[config.mk]
export PLATFORM = sky130hd
export DESIGN_NAME = lc3b_mem_bridge
export DESIGN_NICKNAME = d
export VERILOG_FILES = /design/src/rtl/lc3b_mem_bridge.sv
export SDC_FILE = /design/constraint.sdc
export NUM_CORES = 1
export LEC_CHECK = 0
export ABC_AREA = 1
export CAP_MARGIN = 20
export CORE_ASPECT_RATIO = 1.5
export CORE_MARGIN = 8
export CORE_UTILIZATION = 25
export DETAILED_ROUTE_END_ITERATION = 10
export PLACE_DENSITY = 0.56
export RECOVER_POWER = 25
export SYNTH_ARGS = -nofsm -noshare
export SYNTH_HDL_FRONTEND = slang
export SYNTH_SLANG_ARGS = --single-unit
[constraint.sdc]
create_clock -name clk -period 1.5 [get_ports clk]
set_input_delay 0.225 -clock clk [delete_from_list [all_inputs] [get_ports clk]]
set_output_delay 0.225 -clock clk [all_outputs]
set_load 0.02 [all_outputs]
[src/rtl/lc3b_mem_bridge.sv]
`default_nettype none
// ============================================================================
// Module      : lc3b_mem_bridge
// Description : Converts single-cycle MAR/MDR requests into held memory
//               strobes, waits for mem_resp and returns read data. It also
//               generates the byte lanes for LDB/STB.
//               Optional response timeout: define LC3B_MEM_TIMEOUT_EN.
// Revision    : 1.0 - initial release
// ============================================================================
module lc3b_mem_bridge #(
    parameter int WIDTH          = 16,
    parameter int TIMEOUT_CYCLES = 64
) (
    input  logic             clk,
    input  logic             reset,
    input  logic             req_read,
    input  logic             req_write,
    input  logic             req_byte,
    input  logic [WIDTH-1:0] req_addr,
    input  logic [WIDTH-1:0] req_wdata,
    output logic             busy,
    output logic             resp_valid,
    output logic [WIDTH-1:0] resp_rdata,
    output logic             resp_err,
    output logic             mem_read,
    output logic             mem_write,
    output logic [WIDTH-1:0] mem_address,
    output logic [WIDTH-1:0] mem_wdata,
    output logic [1:0]       mem_byte_enable,
    input  logic             mem_resp,
    input  logic [WIDTH-1:0] mem_rdata
);

    typedef enum logic [1:0] {
        S_IDLE  = 2'd0,
        S_READ  = 2'd1,
        S_WRITE = 2'd2,
        S_DONE  = 2'd3
    } state_t;

    state_t           r_state;
    state_t           w_next;
    logic             w_accept;
    logic             w_timeout;
    logic             w_waiting;
    logic [WIDTH-1:0] r_addr;
    logic [WIDTH-1:0] r_wdata;
    logic [WIDTH-1:0] r_rdata;
    logic [1:0]       r_be;
    logic             r_byte;

    assign w_waiting = (r_state == S_READ) || (r_state == S_WRITE);

`ifdef LC3B_MEM_TIMEOUT_EN
    logic [7:0] r_wait_cnt;
    logic       r_err;

    assign w_timeout = w_waiting && !mem_resp &&
                       (r_wait_cnt == 8'(TIMEOUT_CYCLES - 1));

    always_ff @(posedge clk) begin
        if (reset) begin
            r_wait_cnt <= 8'd0;
            r_err      <= 1'b0;
        end else begin
            if (w_accept) begin
                r_wait_cnt <= 8'd0;
            end else if (w_waiting && !mem_resp) begin
                r_wait_cnt <= r_wait_cnt + 8'd1;
            end
            // Error flag lives only for the DONE cycle that follows a timeout
            if (w_waiting) begin
                r_err <= w_timeout;
            end else begin
                r_err <= 1'b0;
            end
        end
    end

    assign resp_err = (r_state == S_DONE) && r_err;
`else
    assign w_timeout = 1'b0;
    assign resp_err  = 1'b0;
`endif

    always_ff @(posedge clk) begin
        if (reset) begin
            r_state <= S_IDLE;
        end else begin
            r_state <= w_next;
        end
    end

    always_comb begin
        w_next   = r_state;
        w_accept = 1'b0;
        case (r_state)
            S_IDLE: begin
                if (req_read) begin
                    w_next   = S_READ;
                    w_accept = 1'b1;
                end else if (req_write) begin
                    w_next   = S_WRITE;
                    w_accept = 1'b1;
                end
            end
            S_READ, S_WRITE: begin
                if (mem_resp || w_timeout) begin
                    w_next = S_DONE;
                end
            end
            S_DONE:  w_next = S_IDLE;
            default: w_next = S_IDLE;
        endcase
    end

    always_ff @(posedge clk) begin
        if (reset) begin
            r_addr  <= '0;
            r_wdata <= '0;
            r_rdata <= '0;
            r_be    <= 2'b11;
            r_byte  <= 1'b0;
        end else begin
            if (w_accept) begin
                r_addr <= req_addr;
                r_byte <= req_byte;
                if (req_byte) begin
                    // Store byte goes out on both lanes; the enable picks one
                    r_be    <= req_addr[0] ? 2'b10 : 2'b01;
                    r_wdata <= {req_wdata[7:0], req_wdata[7:0]};
                end else begin
                    r_be    <= 2'b11;
                    r_wdata <= req_wdata;
                end
            end
            if ((r_state == S_READ) && mem_resp) begin
                if (r_byte) begin
                    r_rdata <= r_addr[0] ? {8'h00, mem_rdata[15:8]}
                                         : {8'h00, mem_rdata[7:0]};
                end else begin
                    r_rdata <= mem_rdata;
                end
            end
        end
    end

    assign busy            = (r_state != S_IDLE);
    assign resp_valid      = (r_state == S_DONE);
    assign mem_read        = (r_state == S_READ);
    assign mem_write       = (r_state == S_WRITE);
    assign resp_rdata      = r_rdata;
    assign mem_address     = r_addr;
    assign mem_wdata       = r_wdata;
    assign mem_byte_enable = r_be;

endmodule
`default_nettype wire

==> impl_metrics.csv <==
group,metric,value,unit
cells_and_area,final_common_cell,"nand2_1",
pwr,clkPwrFrac,0.204,
route,finalWirelength,7.75,mm
sta,rsz0062_at_grt,"false",
pwr,p_seq_frac,0.311,
worst_setup_path,path_class,"register to output port",
sta,clock.fmax,0.684,GHz
place,dp.cells,534,
global_route,grt_max_degree,35,
route,avgViaCountPerCell,4.39,
logic_synthesis,synthesis.area,2220,µm²
clock_network,cts_buffer_depth,2,
pwr,power.density,1800,nW/µm²
floorplan,io_pins,109,
route,drc_errors,0,
global_route,grt_use_met1,0.127,
flow_run,cap_violations,0,
worst_setup_path,crit_chain,"clkdlybuf4s50_1",
min_path,min-delay-start,"mem_wdata[13]$_SDFFE_PP0P_",
cells_and_area,final_nets,491,
cells_and_area,most-common-layout-cells,"nand2_1, nor2_1, clkdlybuf4s50_1, dfxtp_1",
pwr,ir_drop,0.000896,V
route,ant_nets,0,
logic_synthesis,synth_nets,373,
logic_synthesis,synth_area_leaders,"dfxtp_1, nand2_1, nor2_1",
worst_setup_path,r2r_slack,0.12,ns
sta,min_period,1.46,ns
global_route,grt_pass1_vias,2348,
clock_network,clk_latency,0.29,ns
status,status,"completed",
logic_synthesis,yosysSeqAreaShare,0.478,
logic_synthesis,synth_top_area_frac,0.478,
worst_setup_path,startpoint_type,"register",
logic_synthesis,synth_area_per_cell,7.07,µm²
global_route,overflow,0,
place,post-dp-hpwl,5.74,mm
global_route,grt_first_pass_wirelength,11.8,mm
global_route,use_met2,0.212,
logic_synthesis,ys_warn_count,0,
sta,setup_viol,0,
global_route,busiest_layer,"met2",
sta,timing.final.crit_share,0.974,
clock_network,cts_hold_buf,0,
logic_synthesis,yosysUniqueCellTypes,19,
min_path,hold_depth,2,
clock_network,cts-root-buf,"clkbuf_16",
worst_setup_path,worstRegToRegCells,8,
pwr,p_comb_frac,0.485,
logic_synthesis,synth_seq_cells,53,
clock_network,cts.sinks,53,
worst_setup_path,end_kind,"output port",
logic_synthesis,synth_largest_area_cell,"dfxtp_1",
clock_network,postCtsSetupBuffers,0,
pwr,power.switching,2560,µW
min_path,whs_endpoint,"mem_wdata[13]$_SDFFE_PP0P_",
clock_network,cts_tree,"built",
cells_and_area,fin_cells,543,
clock_network,numCtsBuffers,5,
worst_setup_path,crit_required,1.27,ns
cells_and_area,synthToLayoutAreaGrowth,60.0,%
pwr,p_leak,0.00166,µW
route,via_count,2385,
logic_synthesis,syn_inst,314,
global_route,met3_usage,0.0399,
worst_setup_path,cpPeakStageDelay,0.61,ns
worst_setup_path,cp.arrival,1.24,ns
worst_setup_path,r2r-start,"r_state[0]$_SDFFE_PP0P_",
floorplan,coreArea,8720,µm²
cells_and_area,antennaDiodeCount,0,
place,gp_congestion,0.747,
worst_setup_path,crit_slowest_cell,"clkdlybuf4s50_1",
route,dr.pass1.iters,4,
cells_and_area,final_layout_size_suffix_gt1_frac,0.0855,
floorplan,die_h,131,µm
place,numPortBuffers,107,
pwr,p_int,3850,µW
route,wire_per_inst,14.3,µm
global_route,antenna_found_initial,0,
min_path,min_path_type,"register to register",
place,place_area,3520,µm²
clock_network,htreeDepth,2,
cells_and_area,finalInstanceArea,3550,µm²
worst_setup_path,path_delay_family,"buffers and inverters",
sta,skew,0.00593,ns
worst_setup_path,reg2reg_to,"mem_byte_enable[0]$_SDFFE_PP1P_",
floorplan,rows,42,
sta,hold_viol,0,
route,drt_iter0_drc,82,
pwr,switching_share,0.400,
floorplan,die_w,93.0,µm
sta,slew_viol_final,0,
worst_setup_path,worst-path-buf-inv,1,
floorplan,start_util,0.255,
global_route,grt_usage,0.121,
clock_network,path_clk_slew,0.07,ns
worst_setup_path,crit_path_max_fanout,2,
floorplan,die_area,12200,µm²
-- what timing repair did --
item                                    4_1_cts  5_1_grt
resized for setup                            22       34
endpoints found under the setup margin       15       36
gates cloned                                  0        1
-- worst register-to-register path, delay by kind of cell (launching register included) --
kind	cells	cell delay, ns
AND/OR/NAND/NOR	1	0.04
adder cells (fa/ha/maj)	1	0.22
AO/OA/AOI/OAI	2	0.22
flip-flops	1	0.33
buffers and inverters	4	0.47
-- routing by layer --
metal  wire (µm)  vias to the layer above
li1            -                     1220
met4         123                        0
met3         514                        8
met1        3080                     1078
met2        4030                       79
met5           0                        -
-- state kept, by name (all words and copies together), names as in the netlist --
| name | flops |
|---|---|
| r_byte | 1 |
| mem_byte_enable | 2 |
| mem_address | 16 |
| mem_wdata | 16 |
| resp_rdata | 16 |
| r_state | 2 |
-- synthesized netlist by cell type --
master and number:
conb_1 1, clkinv_1 1, inv_1 15, dfxtp_1 53, nor2_4 1, o21ai_2 1, nor2_1 69, inv_2 2
o21ai_0 21, nand2_2 1, ha_1 5, nand2_1 79, buf_2 7, o21ai_1 6, a21oi_1 17, buf_1 1
buf_4 7, clkbuf_1 2, nand3_1 25
-- power groups by stage --
stage	clock network, µW	registers, µW	logic [µW]
final	1310	1990	3110
after global routing	1430	2040	3410
after CTS	1360	2000	3290
after detailed placement	0	2030	3350
after global placement	0	2020	3320
after floorplan	0	2440	1380
-- stage by stage --
step           hold slack (ns)  total power, µW   TNS, ns  setup WS, ns  utilization
2_1_floorplan            0.372             3820         0        0.0755            -
3_3_place_gp             0.452             5340         0        0.0243        0.403
3_5_place_dp             0.453             5380  -0.00228      -0.00228        0.403
4_1_cts                  0.464             6650         0       0.00221        0.421
5_1_grt                  0.481             6890         0      0.000548        0.407
6_report                 0.462             6410         0        0.0387        0.407
-- cell families (layout without fill, tap and decap cells) --
family	after synthesis	count (layout)	synth area share
AO/OA/AOI/OAI	45	45	0.103
adder cells (fa/ha/maj)	5	5	0.0282
flip-flops	53	53	0.478
AND/OR/NAND/NOR	175	175	0.314
other	1	1	0.00169
buffers and inverters	35	154	0.0749
-- worst max path at each step --
stage                            startpoint                          to  cells after the start
6_report       mem_address[13]$_SDFFE_PP0P_             mem_address[13]                      1
5_1_grt        mem_address[13]$_SDFFE_PP0P_             mem_address[13]                      1
4_1_cts           mem_wdata[7]$_SDFFE_PP0P_                mem_wdata[7]                      1
3_5_place_dp                       req_read   mem_wdata[8]$_SDFFE_PP0P_                      6
3_3_place_gp        r_state[0]$_SDFFE_PP0P_                        busy                      4
2_1_floorplan       r_state[1]$_SDFFE_PP0P_  resp_rdata[0]$_SDFFE_PP0P_                      8
-- layout make-up --
type                            count  area, µm²
Clock buffer                        5        125
Clock inverter                      3       46.3
Fill cell                         962       5170
Inverter                           18       67.6
Multi-Input combinational cell    226        993
Sequential cell                    53       1060
Tap cell                          110        138
Timing Repair Buffer              128       1120
Note: power is estimated with default switching activity, not from simulation.
